**src/rtl/decode_stage.sv**
```systemverilog
// decode_stage: register file, write-back select with load extension, immediate generation,
//   load-use stall and flush into one registered valid/ready slot. Latency: 1 cycle in->out.
// Backpressure: slot holds while out_valid & ~out_ready; in_ready low on stall, hold, or reset.
// Optional: DECODE_BYPASS_EN forwards the same-cycle write-back into operand and ecall reads.
module decode_stage #(
    parameter int XLEN = 32,
    parameter int NREG = 32
) (
    input  logic            clk,
    input  logic            rstn,
    input  logic            in_valid,
    output logic            in_ready,
    input  logic [31:0]     in_inst,
    input  logic [31:0]     in_pc,
    output logic            out_valid,
    input  logic            out_ready,
    output logic [31:0]     out_inst,
    output logic [31:0]     out_pc,
    output logic [XLEN-1:0] out_rdata1,
    output logic [XLEN-1:0] out_rdata2,
    output logic [XLEN-1:0] out_imm,
    output logic [4:0]      out_rd,
    input  logic            flush,
    input  logic            ex_is_load,
    input  logic [4:0]      ex_rd,
    input  logic            wb_en,
    input  logic [4:0]      wb_rd,
    input  logic [1:0]      wb_src,
    input  logic [2:0]      wb_funct3,
    input  logic [1:0]      wb_byte_off,
    input  logic [XLEN-1:0] wb_alu,
    input  logic [XLEN-1:0] wb_mem,
    input  logic [XLEN-1:0] wb_pc4,
    input  logic [XLEN-1:0] wb_imm,
    output logic [XLEN-1:0] ecall_code,
    output logic [XLEN-1:0] ecall_a0_data
);
    localparam int AW = $clog2(NREG);

    localparam logic [6:0] OPC_LOAD   = 7'b0000011;
    localparam logic [6:0] OPC_OPIMM  = 7'b0010011;
    localparam logic [6:0] OPC_AUIPC  = 7'b0010111;
    localparam logic [6:0] OPC_STORE  = 7'b0100011;
    localparam logic [6:0] OPC_OP     = 7'b0110011;
    localparam logic [6:0] OPC_LUI    = 7'b0110111;
    localparam logic [6:0] OPC_BRANCH = 7'b1100011;
    localparam logic [6:0] OPC_JALR   = 7'b1100111;
    localparam logic [6:0] OPC_JAL    = 7'b1101111;
    localparam logic [6:0] OPC_SYSTEM = 7'b1110011;

    logic [XLEN-1:0] r_regs [NREG];

    logic            r_out_valid;
    logic [31:0]     r_out_inst;
    logic [31:0]     r_out_pc;
    logic [XLEN-1:0] r_out_rdata1;
    logic [XLEN-1:0] r_out_rdata2;
    logic [XLEN-1:0] r_out_imm;
    logic [4:0]      r_out_rd;

    logic [XLEN-1:0] w_lane;
    logic [XLEN-1:0] w_wb_data;
    logic            w_wr_ok;
    logic [6:0]      w_opc;
    logic [4:0]      w_rs1;
    logic [4:0]      w_rs2;
    logic [XLEN-1:0] w_imm;
    logic            w_use_rs1;
    logic            w_use_rs2;
    logic            w_stall;
    logic            w_adv;
    logic [XLEN-1:0] w_rs1_val;
    logic [XLEN-1:0] w_rs2_val;

    assign w_lane  = wb_mem >> {wb_byte_off, 3'b000};
    assign w_wr_ok = wb_en && (wb_rd != 5'd0) && (int'(wb_rd) < NREG);

    // Write-back source select; loads take the shifted lane, LW the raw word.
    always_comb begin
        w_wb_data = '0;
        case (wb_src)
            2'b00: w_wb_data = wb_alu;
            2'b01: begin
                case (wb_funct3)
                    3'b000:  w_wb_data = {{(XLEN-8){w_lane[7]}}, w_lane[7:0]};
                    3'b001:  w_wb_data = {{(XLEN-16){w_lane[15]}}, w_lane[15:0]};
                    3'b010:  w_wb_data = wb_mem;
                    3'b100:  w_wb_data = {{(XLEN-8){1'b0}}, w_lane[7:0]};
                    3'b101:  w_wb_data = {{(XLEN-16){1'b0}}, w_lane[15:0]};
                    default: w_wb_data = '0;
                endcase
            end
            2'b10: w_wb_data = wb_pc4;
            default: w_wb_data = wb_imm;
        endcase
    end

    // Register read: x0 and indices beyond NREG read as zero.
    function automatic logic [XLEN-1:0] f_read(input logic [4:0] idx);
        logic [XLEN-1:0] v;
        v = '0;
        if (idx != 5'd0 && int'(idx) < NREG) begin
            v = r_regs[idx[AW-1:0]];
`ifdef DECODE_BYPASS_EN
            if (w_wr_ok && wb_rd == idx) v = w_wb_data;
`endif
        end
        return v;
    endfunction

    assign w_opc         = in_inst[6:0];
    assign w_rs1         = in_inst[19:15];
    assign w_rs2         = in_inst[24:20];
    assign w_rs1_val     = f_read(w_rs1);
    assign w_rs2_val     = f_read(w_rs2);
    assign ecall_code    = f_read(5'd17);
    assign ecall_a0_data = f_read(5'd10);

    // Immediate formats and register-use flags keyed on opcode.
    always_comb begin
        w_imm     = '0;
        w_use_rs1 = 1'b0;
        w_use_rs2 = 1'b0;
        case (w_opc)
            OPC_OPIMM, OPC_LOAD, OPC_JALR, OPC_SYSTEM: begin
                w_imm     = {{20{in_inst[31]}}, in_inst[31:20]};
                w_use_rs1 = 1'b1;
            end
            OPC_STORE: begin
                w_imm     = {{20{in_inst[31]}}, in_inst[31:25], in_inst[11:7]};
                w_use_rs1 = 1'b1;
                w_use_rs2 = 1'b1;
            end
            OPC_BRANCH: begin
                w_imm     = {{19{in_inst[31]}}, in_inst[31], in_inst[7], in_inst[30:25], in_inst[11:8], 1'b0};
                w_use_rs1 = 1'b1;
                w_use_rs2 = 1'b1;
            end
            OPC_OP: begin
                w_use_rs1 = 1'b1;
                w_use_rs2 = 1'b1;
            end
            OPC_LUI, OPC_AUIPC: w_imm = {in_inst[31:12], 12'b0};
            OPC_JAL: w_imm = {{11{in_inst[31]}}, in_inst[31], in_inst[19:12], in_inst[20], in_inst[30:21], 1'b0};
            default: w_imm = '0;
        endcase
    end

    assign w_stall  = in_valid && ex_is_load && (ex_rd != 5'd0) &&
                      ((w_use_rs1 && ex_rd == w_rs1) || (w_use_rs2 && ex_rd == w_rs2));
    assign w_adv    = out_ready || !r_out_valid;
    assign in_ready = rstn && (flush || (w_adv && !w_stall));

    // Register file write port; commits even during flush or stall.
    always_ff @(posedge clk or negedge rstn) begin
        if (!rstn) begin
            for (int i = 0; i < NREG; i++) r_regs[i] <= '0;
        end else if (w_wr_ok) begin
            r_regs[wb_rd[AW-1:0]] <= w_wb_data;
        end
    end

    // Output slot: flush > bubble on stall > capture; holds when execute is not ready.
    always_ff @(posedge clk or negedge rstn) begin
        if (!rstn) begin
            r_out_valid  <= 1'b0;
            r_out_inst   <= '0;
            r_out_pc     <= '0;
            r_out_rdata1 <= '0;
            r_out_rdata2 <= '0;
            r_out_imm    <= '0;
            r_out_rd     <= '0;
        end else if (flush) begin
            r_out_valid <= 1'b0;
        end else if (w_adv) begin
            if (w_stall) begin
                r_out_valid <= 1'b0;
            end else begin
                r_out_valid  <= in_valid;
                r_out_inst   <= in_inst;
                r_out_pc     <= in_pc;
                r_out_rdata1 <= w_rs1_val;
                r_out_rdata2 <= w_rs2_val;
                r_out_imm    <= w_imm;
                r_out_rd     <= in_inst[11:7];
            end
        end
    end

    assign out_valid  = r_out_valid;
    assign out_inst   = r_out_inst;
    assign out_pc     = r_out_pc;
    assign out_rdata1 = r_out_rdata1;
    assign out_rdata2 = r_out_rdata2;
    assign out_imm    = r_out_imm;
    assign out_rd     = r_out_rd;
endmodule

```
**config.mk**
```make
export PLATFORM = sky130hd
export DESIGN_NAME = decode_stage
export DESIGN_NICKNAME = d
export VERILOG_FILES = /design/src/rtl/decode_stage.sv
export SDC_FILE = /design/constraint.sdc
export NUM_CORES = 2
export LEC_CHECK = 0
export BUFFER_PORTS_ARGS = -buffer_cell sky130_fd_sc_hd__buf_2
export CAP_MARGIN = 20
export CORE_MARGIN = 3
export CORE_UTILIZATION = 60
export CTS_CLUSTER_DIAMETER = 120
export DETAILED_ROUTE_END_ITERATION = 12
export PLACE_DENSITY = 0.8
export RECOVER_POWER = 50
export SYNTH_ARGS = -nofsm -noshare
export SYNTH_HDL_FRONTEND = slang
export SYNTH_SLANG_ARGS = --single-unit
```
**constraint.sdc**
```tcl
create_clock -name clk -period 2.3 [get_ports clk]
set_input_delay 0.23 -clock clk [delete_from_list [all_inputs] [get_ports clk]]
set_output_delay 0.23 -clock clk [all_outputs]
set_load 0.01 [all_outputs]
```
# Word-level counts from Yosys, hierarchy flattened
# Index checks and enable logic that the tools add are counted.
# classes
n_div	0
add_sub_neg	0
shift	1
n_reduce_logical	26
n_mul	0
n_eq_ne	18
n_lt_le_gt_ge	4
mux	19
bitwise	5
# op_table
cell	n
bitwise mux 1024 bit	1
binary-select mux 32 bit (select 5 bit)	2
one-hot mux 32 bit (5 select lines)	2
2-to-1 mux 32 bit	7
demux 32 bit (select 5 bit)	1
one-hot mux 32 bit (3 select lines)	1
right shift 32 x 5 -> 16 bit	1
== test 7 bit, second input constant	4
== test 7 x 6 -> 1 bit, second input constant	3
nonzero test 5 bit	4
greater-or-equal comparator 6 bit, second input constant	3
NOT 5 -> 6 bit	3
== test 7 x 5 -> 1 bit, second input constant	2
== test 5 bit	2
logical AND 1 bit	9
== test 7 x 2 -> 1 bit, second input constant	1
OR reduction 7 bit	1
== test 3 bit, second input constant	2
< comparator 6 x 1 -> 1 bit, second input constant	1
2-to-1 mux 1 bit	5
OR reduction 4 bit	1
== test 3 x 1 -> 1 bit, second input constant	1
== test 3 x 2 -> 1 bit, second input constant	1
zero test 3 bit	1
other kinds (10)	14
# word_totals
ff_bits	1190
memories	0
mem_bits_ro	0
output_inout_bits	231
latchBits	0
input_bits	216
word_cells	112
mem_bits_rw	0

# Depth between registers and ports, before layout
# logic_depth
word_depth	10
depth_mapped	10

# Worst setup path after synthesis
# Ideal clock, no wire load.
# synth_timing
path_type	input to register
from	input in_inst[15]
to	register r_out_rdata1[10] (netlist: out_rdata1[10])
cell_stages	10
t_arrival_ns	1.981
setup_ns	0.122
slack_ns	0.197
path_buffers	5
required_ns	2.178
cell_sequence	buf_2 buf_4 buf_4 buf_4 buf_2 mux2i_1 o22ai_1 a211oi_1 nand2_1 a32o_1
# synth_via
elab_chain_len	6
word_cells_on_any_way	12
classes_between	1 x eq/ne; 4 x mux; 2 x bitwise; 5 x reduce/logical
# synth_rtl
item	line	text
from (decl)	13	input logic [31:0] in_inst,
branches (longest 6 deep; another with binary-select mux 32 bit (select 5 bit))	n/a	
to (signal assigned)	182	r_out_rdata1 <= w_rs1_val;
to (decl)	56	logic [XLEN-1:0] r_out_rdata1;
# Parallel ways; which one is timed is not known. The select of a mux whose other input is x is not followed.
# A chain may end at the register's enable or synchronous reset.

# Final worst setup path
# layout_timing
from	input in_inst[20]
to	output in_ready
# layout_via
elab_chain_len	8
# layout_rtl
item	line	text
== test 5 bit	150	((w_use_rs1 && ex_rd == w_rs1) || (w_use_rs2 && ex_rd == w_rs2));
logical AND 1 bit	150	
logical OR 1 bit	150	
logical AND 1 bit	149	assign w_stall = in_valid && ex_is_load && (ex_rd != 5'd0) &&
zero test 1 bit	152	assign in_ready = rstn && (flush || (w_adv && !w_stall));
logical AND 1 bit	152	
logical OR 1 bit	152	
logical AND 1 bit	152	
to (decl)	12	output logic in_ready,
# No other way between the ends.

==> run_results.csv <==
group,metric,value,unit
status,status,"finished with violations",
status,violations,"capacitance limit, slew limit",
synth,yosysTopAreaCellShare,49.1,%
cells_and_area,drive_gt1_share,25.8,%
clocking,clk_pin_slew_worst_paths,60,ps
floorplan,ios,447,
synth,synth-seq-area-share,49.1,%
power,p_leak,32.3,nW
timing,whs,40.3,ps
clocking,cts-root-buf,"clkbuf_16",
power,vdd_drop_max,0.000674,V
global_routing,grt_pass1_wl,326,mm
route,drt_pass1_iterations,10,
setup_path,cpMaxStageDelayCell,"xnor2_1",
place,gp_congestion,0.990,
timing,max_freq,456,MHz
global_routing,antenna_found_initial,14,
synth,synth-seq-cells,1185,
route,via_per_inst,7.07,
synth,yosys.area_share.simple,9.31,%
timing,finalCritPeriodShare,95.4,%
timing,finalHoldViolations,0,
timing,min_period,2200,ps
timing,drv_slew,122,
cells_and_area,design_area,0.0709,mm^2
timing,max-slew-margin-rel,-2.47,%
synth,synth_cells,5646,
cells_and_area,nets,6258,
place,preCtsSetupSlack,-330,ps
synth,avgSynthCellArea,10.7,um^2
global_routing,grt_pass1_vias,52400,
flow_run,drv_cap,2,
cells_and_area,fill_cells,6427,
global_routing,grtUsageTotal,41.7,%
timing,finalSetupViolations,0,
worst_hold_path,hp-class,"in -> async",
timing,finClkSkew,35.4,ps
clocking,clk_latency,730,ps
power,p_int,42.1,mW
synth,ys.flop_type,"dfrtp_1",
power,netSwitchingFraction,30.5,%
synth,synthArstFlopShare,100,%
clocking,clockBufferDepth,3,
power,power.switching,18.4,mW
setup_path,cp-start-kind,"input pin",
synth,syn_nets,5862,
power,clkPwrFrac,34.4,%
synth,synthesis.area,0.0604,mm^2
clocking,cts_buffers,118,
synth,synthXorXnorAreaFrac,0.145,%
floorplan,fp.dieH,323,um
cells_and_area,fin_util,71.6,%
setup_path,crit_chain,"buf_8 -> xnor2_1 -> nand2_1 -> nor3_2 -> o221ai_2 -> buf_4 -> a21oi_1 -> nor2b_1 -> buf_2",
setup_path,critPathCaptureType,"output port",
clocking,cts.sinks,1185,
synth,yosysWarnings,0,
synth,synthTopCellsByArea,"dfrtp_1, mux4_2, nand2_1",
floorplan,die_x,323,um
clocking,h-tree-depth,3,
route,drc,0,
power,powerDensity,853,mW/mm^2
route,routed_wl,220,mm
timing,worst_pin_slew,1540,ps
power,finalPower,60.5,mW
cells_and_area,area_growth,17.4,%
setup_path,worstPathRequired,2070,ps
floorplan,fp-row-count,115,
cells_and_area,finalNonFillerCells,7437,
setup_path,rrSetupSlack,160,ps
timing,worst_slack,105,ps
power,combPwrFrac,20.3,%
clocking,post-cts-setup-buffer-count,0,
timing,setup_tns,0,ps
synth,yosysMostFrequentCell,"dfrtp_1",
setup_path,rr_startpoint,"r_regs[611]",
global_routing,gr-total-overflow,0,
setup_path,max_stage_delay,490,ps
clocking,cts_tree,"done",
place,dpl_cell_area,0.0665,mm^2
floorplan,start_util,60.9,%
synth,synth-edff-count,0,
synth,muxShareOfSynthArea,20.8,%
setup_path,r2r_cells,4,
setup_path,critPathMaxFanout,5,
route,vias,52600,
synth,synthAdderAreaFrac,0,%
route,drt_iter0_drc,7569,
synth,synth_top_family_by_area,"multiplexers",
setup_path,critPathKind,"in -> out",
setup_path,crit_arrival,1970,ps
place,dp_cells,7151,
power,power_frac_seq,45.3,%
place,dp_hpwl,145,mm
floorplan,core,0.0991,mm^2
global_routing,grt_max_degree,100,
route,antenna_left,0,
timing,rsz0062_at_grt,"no",
route,wl_per_cell,29.5,um
setup_path,rr_endpoint,"out_rdata1[3]",
synth,synthDistinctLibCells,60,
floorplan,die-area,0.105,mm^2
synth,yosys.area.top_type,"dfrtp_1",
place,portBuffers,446,
synth,synthTopCellsByCount,"dfrtp_1, nand2_1, o21ai_0, mux2i_1, clkbuf_1",
synth,synth-compound-area-share,15.3,%
## cell type report
| cell class | instances | area, um^2 | area share, % |
|---|---|---|---|
| Tap cell | 1287 | 1610 | 2.27 |
| Clock inverter | 50 | 679 | 0.958 |
| Inverter | 30 | 113 | 0.159 |
| Clock buffer | 172 | 3520 | 4.96 |
| Multi-Input combinational cell | 3785 | 27800 | 39.2 |
| Antenna cell | 6 | 15.0 | 0.0212 |
| Sequential cell | 1185 | 29700 | 41.8 |
| Timing Repair Buffer | 922 | 7560 | 10.7 |
## per-layer routing
layer	track usage [%]	vias to the layer above	wire length, um
met2	61.2	4658	94400
met3	16.4	1119	34600
met5	0	-	48
met4	25.9	8	16100
li1	-	21200	-
met1	52.3	25600	74700
## state kept, by name (all words and copies together), names as in the netlist
signal and flops:
r_regs 960, ecall_a0_data 32, ecall_code 32, out_imm 32, out_inst 32, out_pc 32
out_rdata1 32, out_rdata2 32, out_valid 1
## worst max-delay path: cells and delay by family
kind                      cells  cell delay [ps]
and+or+nand+nor               3              430
buffers and inverters         3              490
AOI/OAI and AO/OA             2              320
xor gates and xnor gates      1              490
## cells in the final DEF (no fill, tap or decap), drive strengths merged, types with 83 or more instances in the layout
cell,netlist,routed
o21ai,1037,1037
nand3,83,83
dfrtp,1185,1185
nand2,1130,1130
buf,227,829
mux2i,389,389
clkbuf,419,206
a22oi,256,256
mux2,122,122
mux4,324,324
## logic make-up (layout without fill, tap and decap cells)
group           count (synthesis)  after routing
compound gates               1566           1566
simple gates                 1374           1374
flops                        1185           1185
mux                           835            835
buf+inv                       676           1174
xor+xnor                       10             10
other cells                     0              6
## power by group through the flow
stage | logic [mW] | clock network [mW] | registers [mW]
4_1_cts | 12.1 | 20.8 | 27.2
2_1_floorplan | 7.67 | 0 | 26.6
3_5_place_dp | 11.9 | 0 | 27.5
5_1_grt | 13.3 | 21.7 | 27.7
3_3_place_gp | 11.4 | 0 | 27.2
6_report | 12.3 | 20.8 | 27.4
## worst max path at each step
| stage | start | to | slack, ps |
|---|---|---|---|
| after floorplan | in_inst[15] | out_rdata1[10] | 200 |
| after global placement | in_inst[16] | out_pc[19] | -350 |
| after detailed placement | in_inst[16] | out_pc[12] | -330 |
| after CTS | in_inst[16] | in_ready | 70 |
| after global routing | in_inst[20] | in_ready | 20 |
| final | in_inst[20] | in_ready | 100 |
## repair_timing
item	in CTS	in global routing
hold endpoints to repair	558	0
hold buffers	58	0
pin swaps	0	1
resized for setup	1	2
gates cloned	0	0
endpoints found under the setup margin	1	1
No activity file was read; power rests on OpenSTA's default activity.
